**src/rtl/trajectory_sampler_pkg.sv**
```systemverilog
// trajectory_sampler_pkg
// Shared definitions for the trajectory sampler.
// Contents:
//   state_e    - sampler FSM states
//   ACC_W      - width of the signed fixed-point accumulators
//   SAT16_MAX  - clamp value for 16-bit position outputs
//   *_SCALE    - x100 unit scale used by the upstream parameter stage
//   sat_u16    - shift an accumulator down to integer cm and clamp to 0..0xFFFF
package trajectory_sampler_pkg;

    typedef enum logic [1:0] {
        IDLE = 2'd0,
        EMIT = 2'd1,
        STEP = 2'd2
    } state_e;

    localparam int          ACC_W      = 40;
    localparam logic [15:0] SAT16_MAX  = 16'hFFFF;
    localparam int          VEL_SCALE  = 32'd100;
    localparam int          GRAV_SCALE = 32'd100;
    localparam int          POS_SCALE  = 32'd100;

    // Negative values (below ground) map to 0; anything above 16 bits clamps.
    function automatic logic [15:0] sat_u16(input logic signed [ACC_W-1:0] acc,
                                            input int                      shift);
        logic signed [ACC_W-1:0] scaled;
        scaled = acc >>> shift;
        if (acc[ACC_W-1]) begin
            sat_u16 = 16'd0;
        end else if (scaled[ACC_W-1:16] != {(ACC_W-16){1'b0}}) begin
            sat_u16 = SAT16_MAX;
        end else begin
            sat_u16 = scaled[15:0];
        end
    endfunction

endpackage

```
**src/rtl/trajectory_sampler_step.sv**
```systemverilog
// traj_step_datapath
// Fixed-point flight integrator. Holds the position/velocity accumulators,
// applies one Euler step per step_i, and keeps registered, clamped copies of
// the current position for the sampler outputs.
// Ports:
//   clk_i, rst_ni        - clock, asynchronous active-low reset
//   load_i               - start a flight: clear positions, latch vx/vy/g
//   step_i               - advance the flight by one time step
//   vx_i, vy_i, g_i      - launch velocity components and gravity (x100)
//   sample_x_o/_y_o      - registered clamped position in cm
//   touchdown_o          - the step taken this cycle ends below ground
module traj_step_datapath
    import trajectory_sampler_pkg::*;
#(
    parameter int DT_SHIFT = 4
) (
    input  logic        clk_i,
    input  logic        rst_ni,
    input  logic        load_i,
    input  logic        step_i,
    input  logic [15:0] vx_i,
    input  logic [15:0] vy_i,
    input  logic [15:0] g_i,
    output logic [15:0] sample_x_o,
    output logic [15:0] sample_y_o,
    output logic        touchdown_o
);

    localparam int EXT_W = ACC_W - 16;

    // x: DT_SHIFT fraction bits, vy: DT_SHIFT, y: 2*DT_SHIFT
    logic signed [ACC_W-1:0] x_acc_q, x_acc_d;
    logic signed [ACC_W-1:0] y_acc_q, y_acc_d;
    logic signed [ACC_W-1:0] vy_acc_q, vy_acc_d;
    logic [15:0]             vx_q, vx_d, g_q, g_d;
    logic [15:0]             sx_q, sx_d, sy_q, sy_d;

    // Next-state of the integrator; every update uses the old values only.
    always_comb begin
        x_acc_d  = x_acc_q;
        y_acc_d  = y_acc_q;
        vy_acc_d = vy_acc_q;
        vx_d     = vx_q;
        g_d      = g_q;
        if (load_i) begin
            x_acc_d  = {ACC_W{1'b0}};
            y_acc_d  = {ACC_W{1'b0}};
            vy_acc_d = {{EXT_W{1'b0}}, vy_i} << DT_SHIFT;
            vx_d     = vx_i;
            g_d      = g_i;
        end else if (step_i) begin
            x_acc_d  = x_acc_q + {{EXT_W{1'b0}}, vx_q};
            y_acc_d  = y_acc_q + vy_acc_q;
            vy_acc_d = vy_acc_q - {{EXT_W{1'b0}}, g_q};
        end else begin
            x_acc_d  = x_acc_q;
        end
        sx_d        = sat_u16(x_acc_d, DT_SHIFT);
        sy_d        = sat_u16(y_acc_d, 2 * DT_SHIFT);
        touchdown_o = step_i & y_acc_d[ACC_W-1];
    end

    // Accumulator and output registers.
    always_ff @(posedge clk_i or negedge rst_ni) begin
        if (!rst_ni) begin
            x_acc_q  <= {ACC_W{1'b0}};
            y_acc_q  <= {ACC_W{1'b0}};
            vy_acc_q <= {ACC_W{1'b0}};
            vx_q     <= 16'd0;
            g_q      <= 16'd0;
            sx_q     <= 16'd0;
            sy_q     <= 16'd0;
        end else begin
            x_acc_q  <= x_acc_d;
            y_acc_q  <= y_acc_d;
            vy_acc_q <= vy_acc_d;
            vx_q     <= vx_d;
            g_q      <= g_d;
            sx_q     <= sx_d;
            sy_q     <= sy_d;
        end
    end

    assign sample_x_o = sx_q;
    assign sample_y_o = sy_q;

endmodule

```
**src/rtl/trajectory_sampler.sv**
```systemverilog
// trajectory_sampler
// Integrates a projectile flight in 2^-DT_SHIFT s steps and streams (x, y)
// samples over valid/ready until touchdown or MAX_SAMPLES samples.
// Ports:
//   clk, reset (async active-low), start, abort (synchronous)
//   horizontalVelocity, verticalVelocity, customGravity - launch inputs (x100)
//   busy, done                      - status; done pulses after the last accept
//   sample_valid/ready              - output handshake
//   sample_x, sample_y, sample_idx, sample_last - registered sample payload
module trajectory_sampler
    import trajectory_sampler_pkg::*;
#(
    parameter int DT_SHIFT    = 4,
    parameter int MAX_SAMPLES = 1024,
    parameter int IDX_W       = 10
) (
    input  logic             clk,
    input  logic             reset,
    input  logic             start,
    input  logic             abort,
    input  logic [15:0]      horizontalVelocity,
    input  logic [15:0]      verticalVelocity,
    input  logic [15:0]      customGravity,
    output logic             busy,
    output logic             done,
    output logic             sample_valid,
    input  logic             sample_ready,
    output logic [15:0]      sample_x,
    output logic [15:0]      sample_y,
    output logic [IDX_W-1:0] sample_idx,
    output logic             sample_last
);

    localparam logic [IDX_W-1:0] LAST_IDX = IDX_W'(MAX_SAMPLES - 1);
    localparam logic [IDX_W-1:0] IDX_ONE  = {{(IDX_W-1){1'b0}}, 1'b1};

    state_e           state_q, state_d;
    logic [IDX_W-1:0] idx_q, idx_d;
    logic             last_q, last_d;
    logic             busy_q, busy_d;
    logic             done_q, done_d;
    logic             valid_q, valid_d;
    logic             load_s, step_s, touchdown_s;

    // FSM next state, datapath controls and registered status next values.
    always_comb begin
        state_d = state_q;
        load_s  = 1'b0;
        step_s  = 1'b0;
        done_d  = 1'b0;
        case (state_q)
            IDLE: begin
                if (start) begin
                    load_s  = 1'b1;
                    state_d = EMIT;
                end else begin
                    state_d = IDLE;
                end
            end
            EMIT: begin
                if (valid_q && sample_ready) begin
                    if (last_q) begin
                        state_d = IDLE;
                        done_d  = 1'b1;
                    end else begin
                        state_d = STEP;
                    end
                end else begin
                    state_d = EMIT;
                end
            end
            STEP: begin
                step_s  = 1'b1;
                state_d = EMIT;
            end
            default: begin
                state_d = IDLE;
            end
        endcase
        // Abort outranks start and the handshake, and suppresses done.
        if (abort) begin
            state_d = IDLE;
            load_s  = 1'b0;
            step_s  = 1'b0;
            done_d  = 1'b0;
        end else begin
            state_d = state_d;
        end
        valid_d = (state_d == EMIT);
        busy_d  = (state_d != IDLE);
    end

    // Sample index and last flag; kept apart from the FSM block because
    // touchdown_s is derived from step_s through the datapath.
    always_comb begin
        idx_d  = idx_q;
        last_d = last_q;
        if (load_s) begin
            idx_d  = {IDX_W{1'b0}};
            last_d = 1'b0;
        end else if (step_s) begin
            idx_d  = idx_q + IDX_ONE;
            last_d = touchdown_s || ((idx_q + IDX_ONE) == LAST_IDX);
        end else begin
            idx_d  = idx_q;
        end
    end

    // Control and status registers.
    always_ff @(posedge clk or negedge reset) begin
        if (!reset) begin
            state_q <= IDLE;
            idx_q   <= {IDX_W{1'b0}};
            last_q  <= 1'b0;
            busy_q  <= 1'b0;
            done_q  <= 1'b0;
            valid_q <= 1'b0;
        end else begin
            state_q <= state_d;
            idx_q   <= idx_d;
            last_q  <= last_d;
            busy_q  <= busy_d;
            done_q  <= done_d;
            valid_q <= valid_d;
        end
    end

    traj_step_datapath #(
        .DT_SHIFT (DT_SHIFT)
    ) u_datapath (
        .clk_i       (clk),
        .rst_ni      (reset),
        .load_i      (load_s),
        .step_i      (step_s),
        .vx_i        (horizontalVelocity),
        .vy_i        (verticalVelocity),
        .g_i         (customGravity),
        .sample_x_o  (sample_x),
        .sample_y_o  (sample_y),
        .touchdown_o (touchdown_s)
    );

    assign busy         = busy_q;
    assign done         = done_q;
    assign sample_valid = valid_q;
    assign sample_idx   = idx_q;
    assign sample_last  = last_q;

endmodule

```
**config.mk**
```make
export PLATFORM = sky130hd
export DESIGN_NAME = trajectory_sampler
export DESIGN_NICKNAME = d
export VERILOG_FILES = /design/src/rtl/trajectory_sampler_pkg.sv /design/src/rtl/trajectory_sampler_step.sv /design/src/rtl/trajectory_sampler.sv
export SDC_FILE = /design/constraint.sdc
export NUM_CORES = 1
export LEC_CHECK = 0
export CORE_UTILIZATION = 59
export CTS_BUF_LIST = sky130_fd_sc_hd__clkbuf_16
export DETAILED_ROUTE_END_ITERATION = 6
export GPL_TIMING_DRIVEN = 0
export PLACE_DENSITY = 0.88
export SETUP_SLACK_MARGIN = 0.02
export SLEW_MARGIN = 20
export SYNTH_ARGS = -nofsm -noshare
export SYNTH_HDL_FRONTEND = slang
export SYNTH_SLANG_ARGS = --single-unit
```
**constraint.sdc**
```tcl
create_clock -name clk -period 6.86 [get_ports clk]
set_clock_uncertainty 0.15 [all_clocks]
set_input_delay 1.029 -clock clk [delete_from_list [all_inputs] [get_ports clk]]
set_output_delay 1.029 -clock clk [all_outputs]
set_load 0.03 [all_outputs]
```
# Word-level counts from Yosys, hierarchy flattened

Cells that the tools add are included.

Input port bits: 53
ROM bits: 0
Latch bits: 0
Bits in writable memories: 0
Memories kept: 0
Word-level logic and storage cells: 59
Register bits: 200

Div/mod/pow operators: 0
Mux-type cells: 28
Reduce and logical (&&, ||, !) cells: 7
Bitwise logic cells: 1
Equal/unequal tests: 4
$mul: 0
Shift-type cells: 0
$add $sub $neg: 4
Order comparisons: 0

Operator list:

| operator                                                         | number |
|---|---|
| 40-bit 2-to-1 mux                                                | 6 |
| 16-bit 2-to-1 mux                                                | 4 |
| 24-bit nonzero test                                              | 2 |
| 40-bit by 16-bit adder with 40-bit output                        | 1 |
| 40-bit adder                                                     | 1 |
| 40-bit by 16-bit subtractor with 40-bit output                   | 1 |
| 10-bit 2-to-1 mux                                                | 2 |
| 1-bit 2-to-1 mux                                                 | 12 |
| 10-bit by 1-bit adder with 10-bit output (second input constant) | 1 |
| 10-bit == test (second input constant)                           | 1 |
| 2-bit 2-to-1 mux                                                 | 3 |
| 2-bit case mux with 3 select lines                               | 1 |
| 2-bit by 1-bit == test with 1-bit output (second input constant) | 2 |
| 2-bit nonzero test                                               | 2 |
| 2-bit == test (second input constant)                            | 1 |
| 2-bit zero test                                                  | 1 |
| 1-bit AND                                                        | 1 |
| 1-bit logical AND                                                | 1 |
| 1-bit logical OR                                                 | 1 |

# Depth between registers and ports, before layout

Depth in word-level cells: 9
Depth in mapped cells: 17
Gate-level depth less buffers: 14

# Cells and area by module

A second synthesis with hierarchy kept.

Cells, all modules: 1416
Area total of the unflattened synthesis: 12683.4 um2

By module, submodules not included:

| module             | seq. area each (um2) | cells each | area an instance (um2) | times used |
|---|---|---|---|---|
| traj_step_datapath | 4604.4               | 1330       | 11843.9                | 1 |
| trajectory_sampler | 400.4                | 86         | 839.6                  | 1 |

# Worst setup path after synthesis

OpenSTA, ideal clock, no wires.

Path kind: register to register
Start: reg u_datapath.vy_acc_q[7]
End: reg u_datapath.sy_q[5] (netlist: u_datapath.sample_y_o[5])
Cell stages (with the launch flop): 14
Setup time: 0.142 ns
Data required time: 6.568 ns
Data arrival time: 3.428 ns
Period minus slack after synthesis: 3.720 ns
Path buffers: 1
Setup slack: 3.140 ns
Cells stage by stage: dfrtp_1 -> ha_1 -> nand4_1 -> nor2_1 -> a21bo_2 -> a31oi_1 -> a21oi_2 -> o41ai_1 -> mux2i_1 -> nand4b_1 -> or4_1 -> nor3b_4 -> buf_4 -> a21oi_1

Word-level cells in the longest chain between the ends: 6

RTL lines:

| item                   | line                          | text |
|---|---|---|
| from (decl)            | trajectory_sampler_step.sv:34 | `logic signed [ACC_W-1:0] vy_acc_q, vy_acc_d;` |
| from (signal assigned) | trajectory_sampler_step.sv:68 | `vy_acc_q <= {ACC_W{1'b0}};` |
| from (signal assigned) | trajectory_sampler_step.sv:76 | `vy_acc_q <= vy_acc_d;` |
| 40-bit adder *         | trajectory_sampler_step.sv:53 | `y_acc_d = y_acc_q + vy_acc_q;` |
| 40-bit 2-to-1 mux *    | trajectory_sampler_step.sv:51 | `end else if (step_i) begin` |
| 40-bit 2-to-1 mux *    | trajectory_sampler_step.sv:45 | `if (load_i) begin` |
| 24-bit nonzero test    | trajectory_sampler_pkg.sv:30  | `end else if (scaled[ACC_W-1:16] != {(ACC_W-16){1'b0}}) begin` |
| 16-bit 2-to-1 mux      | trajectory_sampler_pkg.sv:30  |  |
| 16-bit 2-to-1 mux *    | trajectory_sampler_pkg.sv:28  | `if (acc[ACC_W-1]) begin` |
| net u_datapath.sy_d[5] | trajectory_sampler_step.sv:36 | `logic [15:0] sx_q, sx_d, sy_q, sy_d;` |
| to (signal assigned)   | trajectory_sampler_step.sv:80 | `sy_q <= sy_d;` |
| to (decl)              | trajectory_sampler_step.sv:36 |  |

The timed path passes the listed nets; every way through them passes the cells marked *. The select of a mux whose other input is x is not followed.
A chain may end at the register's enable or synchronous reset.

# Worst setup path after layout

Start: reg u_datapath.vy_acc_q[8]
End: reg u_datapath.sy_q[7] (netlist: u_datapath.sample_y_o[7])

Word-level cells in the longest chain between the ends: 6

RTL lines:

| item                       | line                          | text |
|---|---|---|
| 40-bit adder *             | trajectory_sampler_step.sv:53 |  |
| 40-bit 2-to-1 mux *        | trajectory_sampler_step.sv:51 |  |
| 40-bit 2-to-1 mux *        | trajectory_sampler_step.sv:45 |  |
| net u_datapath.y_acc_d[39] | trajectory_sampler_step.sv:33 | `logic signed [ACC_W-1:0] y_acc_q, y_acc_d;` |
| 24-bit nonzero test        | trajectory_sampler_pkg.sv:30  |  |
| 16-bit 2-to-1 mux          | trajectory_sampler_pkg.sv:30  |  |
| 16-bit 2-to-1 mux *        | trajectory_sampler_pkg.sv:28  |  |
| net u_datapath.sy_d[7]     | trajectory_sampler_step.sv:36 |  |

Marks and branches as above.

==> results.yml <==
routing:
  detail_route.drc_violations: 0
  via_count: 10559
  drt-wirelength-per-cell_um: 19.1
  first_iter_violations: 856
  antenna_violating_nets_post_route: 0
  first_pass_iters: 6
  via_per_inst: 6.19
  total_wirelength_of_the_detailed_routed_design_um: 32500
setup_path:
  worst-r2r-cell-count: 13
  reg2reg_slack_ns: 1.93
  r2r-start: "u_datapath.vy_acc_q[8]"
  worst_r2r_endpoint: "u_datapath.sample_y_o[7]"
  timing.critical_path.slowest_cell_delay_ns: 0.69
  critical-path-top-cell-by-count: "a21oi_1"
  cp.required_ns: 7.01
  critPathCaptureType: "flip-flop"
  critPathTopFamily: "compound AO/OA/AOI/OAI gates"
  timing.critical_path.cells: "ha_1, nand4_1, nor2_1, a21bo_2, a31oi_1, a21oi_2, o41ai_1, a21o_1, a21oi_1, xnor2_1, o21ai_1, clkbuf_1, a21oi_1"
  worst_setup_path_endpoint: "u_datapath.sample_y_o[7]"
  worstSetupPathDepth: 13
  worst-setup-path-type: "reg -> reg"
  timing.critical_path.fanout_max: 10
  cp.buffers_inverters: 1
  arrival_time_at_the_worst_endpoint_ns: 5.08
  worst_setup_path_startpoint: "u_datapath.vy_acc_q[8]"
  critical_path.startpoint_type: "flip-flop"
  crit_path_top_delay_cell: "o21ai_1"
power_and_ir_drop:
  power_report.internal_total_uw: 2140
  irDropWorstVdd_mv: 0.166
  power.switching_fraction: 0.317
  power.share.clock: 0.345
  p_comb_frac: 0.232
  power.sequential.fraction: 0.423
  static-leakage-power_uw: 0.00640
  powerDensity_nw_per_um2: 227
  power_switching_uw: 991
synthesis:
  post-synth-top-count-cell: "dfrtp_1"
  synth_top_cell_by_area: "dfrtp_1"
  post_synth_xor_area_fraction: 0.0789
  synth_area_in_simple_gates: 0.184
  synth_edf_count: 0
  synth.area.top_cells: "dfrtp_1, ha_1, nand2_1"
  synthesis.nets: 1436
  seq_area_frac_synth: 0.426
  yosys-mux-area-fraction: 0.00255
  synth_compound_area_frac: 0.195
  synth_top_flop_cell: "dfrtp_1"
  synthesized_area_per_cell_um2: 9.00
  ys_warn_count: 0
  adder_cell_share_of_the_synthesized_area: 0.0828
  post-synth-top-area-fraction: 0.426
  synthesis.area_um2: 11800
  synth_top_family_by_area: "compound AO/OA/AOI/OAI gates"
  register_bit_total_from_synthesis: 200
  syn-instance-count: 1307
  synth_top_cells_by_count: "dfrtp_1, nand2_1, nor2_1"
  async_flop_share: 1.00
  synth_cell_types: 72
sta:
  worst_hold_slack_ns: 0.285
  slew_violations: 0
  setup_ws_ns: 1.93
  rsz_0062_raised_after_global_routing: "false"
  final.min_clock_period_ns: 4.93
  setup_violations: 0
  max-slew-margin-rel: 0.397
  achievable-frequency_ghz: 0.203
  final_min_period_over_clock_period: 0.719
  report.final.hold_viol_count: 0
  worstMarginPinSlew_ns: 0.905
placement:
  place_congestion: 0.924
  numPortBuffers: 98
  dpl.hpwl_um: 23700
  preCtsSetupSlack_ns: 1.93
clock_tree:
  cts_max_path_buffers: 2
  clock_transition_at_the_registers_of_the_reported_paths_ns: 0.08
  cts.sink_count: 200
  number_of_h_tree_levels: 4
  ctsResizeCount: 0
  postCtsSetupRepairBufs: 0
  cts.root.buffer_cell: "clkbuf_16"
  clock_insertion_delay_worst_skew_ns: 0.45
  cts-hold-fix-buffers: 0
  tritoncts: "built"
  cts_inserted_buffers: 17
floorplan:
  die_outline_area_um2: 20500
  number_of_ports_placed_on_the_die_boundary: 99
  core_um2: 19500
  initial_utilization: 0.602
  die_height_um: 143
  die_width_um: 143
  num_rows: 51
final_layout:
  nNetsFinal: 1556
  syn2layout_area_growth_pct: 17.0
  antenna_cells: 0
  utilization: 0.705
  post_route_cells_drive_above_1_share: 0.0438
global_routing:
  number_of_antenna_violations_at_the_first_check_in_global_routing: 0
  grt_pass1_vias: 10420
  gr-total-overflow: 0
  pin_count_of_the_biggest_net_entering_global_routing: 102
  grtUsageTotal: 0.333
  global_route_wire_length_before_repair_um: 52500
run:
  max_cap_viol_count: 0
outcome:
  run_status: "completed"
worst_hold_path:
  worst_hold_path_type: "in -> async"
==> power by group through the flow <==
stage	registers, uW	clock network (uW)	logic (uW)
floorplan	1330	0	494
global placement	1340	0	675
detailed placement	1340	0	708
CTS	1320	1070	718
global route	1330	1130	804
finish	1320	1080	727
==> cell type report <==
type	count	area, um2
multi-input cells	1011	6390
fillers	1468	5760
flip-flops and latches	200	5000
repair buffers	101	1050
clock buffers	17	425
well taps	265	332
plain buffers	53	211
clock inverters	15	193
inverters	43	161
==> layer usage <==
metal | track usage | up-vias | wire length [um]
li1 | - | 4891 | -
met1 | 0.443 | 5120 | 13600
met2 | 0.534 | 457 | 15300
met3 | 0.0644 | 91 | 2440
met4 | 0.139 | 0 | 1180
met5 | 0 | - | 0
==> per-stage QoR <==
stage	instance area [um2]	total power [uW]	setup TNS (ns)	std cells
after floorplan	11800	1830	0	1307
after global placement	13100	2010	-731.74	1670
after detailed placement	13100	2050	0	1673
after CTS	13800	3110	0	1705
after global routing	13800	3260	0	1705
final	13800	3130	0	1705
==> registers in the layout, summed over array words and instances, names as in the netlist <==
name	count
u_datapath.sample_x_o	16
busy	1
done	1
state_q	2
u_datapath.g_q	16
sample_last	1
sample_valid	1
sample_idx	10
u_datapath.sample_y_o	16
u_datapath.vx_q	16
u_datapath.y_acc_q	40
u_datapath.x_acc_q	40
u_datapath.vy_acc_q	40
==> how the worst min path moves through the flow <==
| stage | startpoint | to | slack [ns] | depth (start not counted) |
|---|---|---|---|---|
| 2_1_floorplan | u_datapath.g_q[0] | u_datapath.g_q[0] | 0.30 | 2 |
| 3_3_place_gp | u_datapath.y_acc_q[5] | u_datapath.y_acc_q[5] | 0.32 | 2 |
| 3_5_place_dp | u_datapath.vx_q[0] | u_datapath.vx_q[0] | 0.33 | 2 |
| 4_1_cts | reset | u_datapath.vy_acc_q[35] | 0.30 | 1 |
| 5_1_grt | reset | u_datapath.vy_acc_q[34] | 0.30 | 1 |
| 6_report | reset | u_datapath.vy_acc_q[35] | 0.29 | 1 |
==> kinds of logic (layout without fill, tap and decap cells) <==
| kind of cell | Yosys count | after routing |
|---|---|---|
| and+or+nand+nor | 463 | 463 |
| AOI/OAI and AO/OA | 363 | 363 |
| DFF | 200 | 200 |
| xor gates and xnor gates | 106 | 106 |
| buffers and inverters | 96 | 229 |
| adders and majority gates | 76 | 76 |
| muxes | 3 | 3 |
==> cells in the final DEF (no fill, tap or decap), types with 8 or more instances in the layout <==
cell,Yosys,routed
dfrtp_1,200,200
nand2_1,172,172
nor2_1,120,120
o21ai_0,104,104
clkdlybuf4s50_1,0,97
a21oi_1,94,94
ha_1,73,73
xnor2_1,67,67
inv_1,43,44
nor3_1,40,40
xor2_1,39,39
clkbuf_1,36,36
nand3_1,30,30
a21o_1,26,26
a22oi_1,23,23
nand4_1,18,18
clkbuf_16,0,17
a22o_1,16,16
a31oi_1,16,16
and3_1,13,13
nand2b_1,12,12
o21a_1,9,9
nor2b_1,9,9
buf_1,9,9
o31ai_1,9,9
o211ai_1,8,8
buf_2,7,8
and2_1,8,8
or3_1,8,8
o21bai_1,8,8
(Power assumes the default switching activity.)
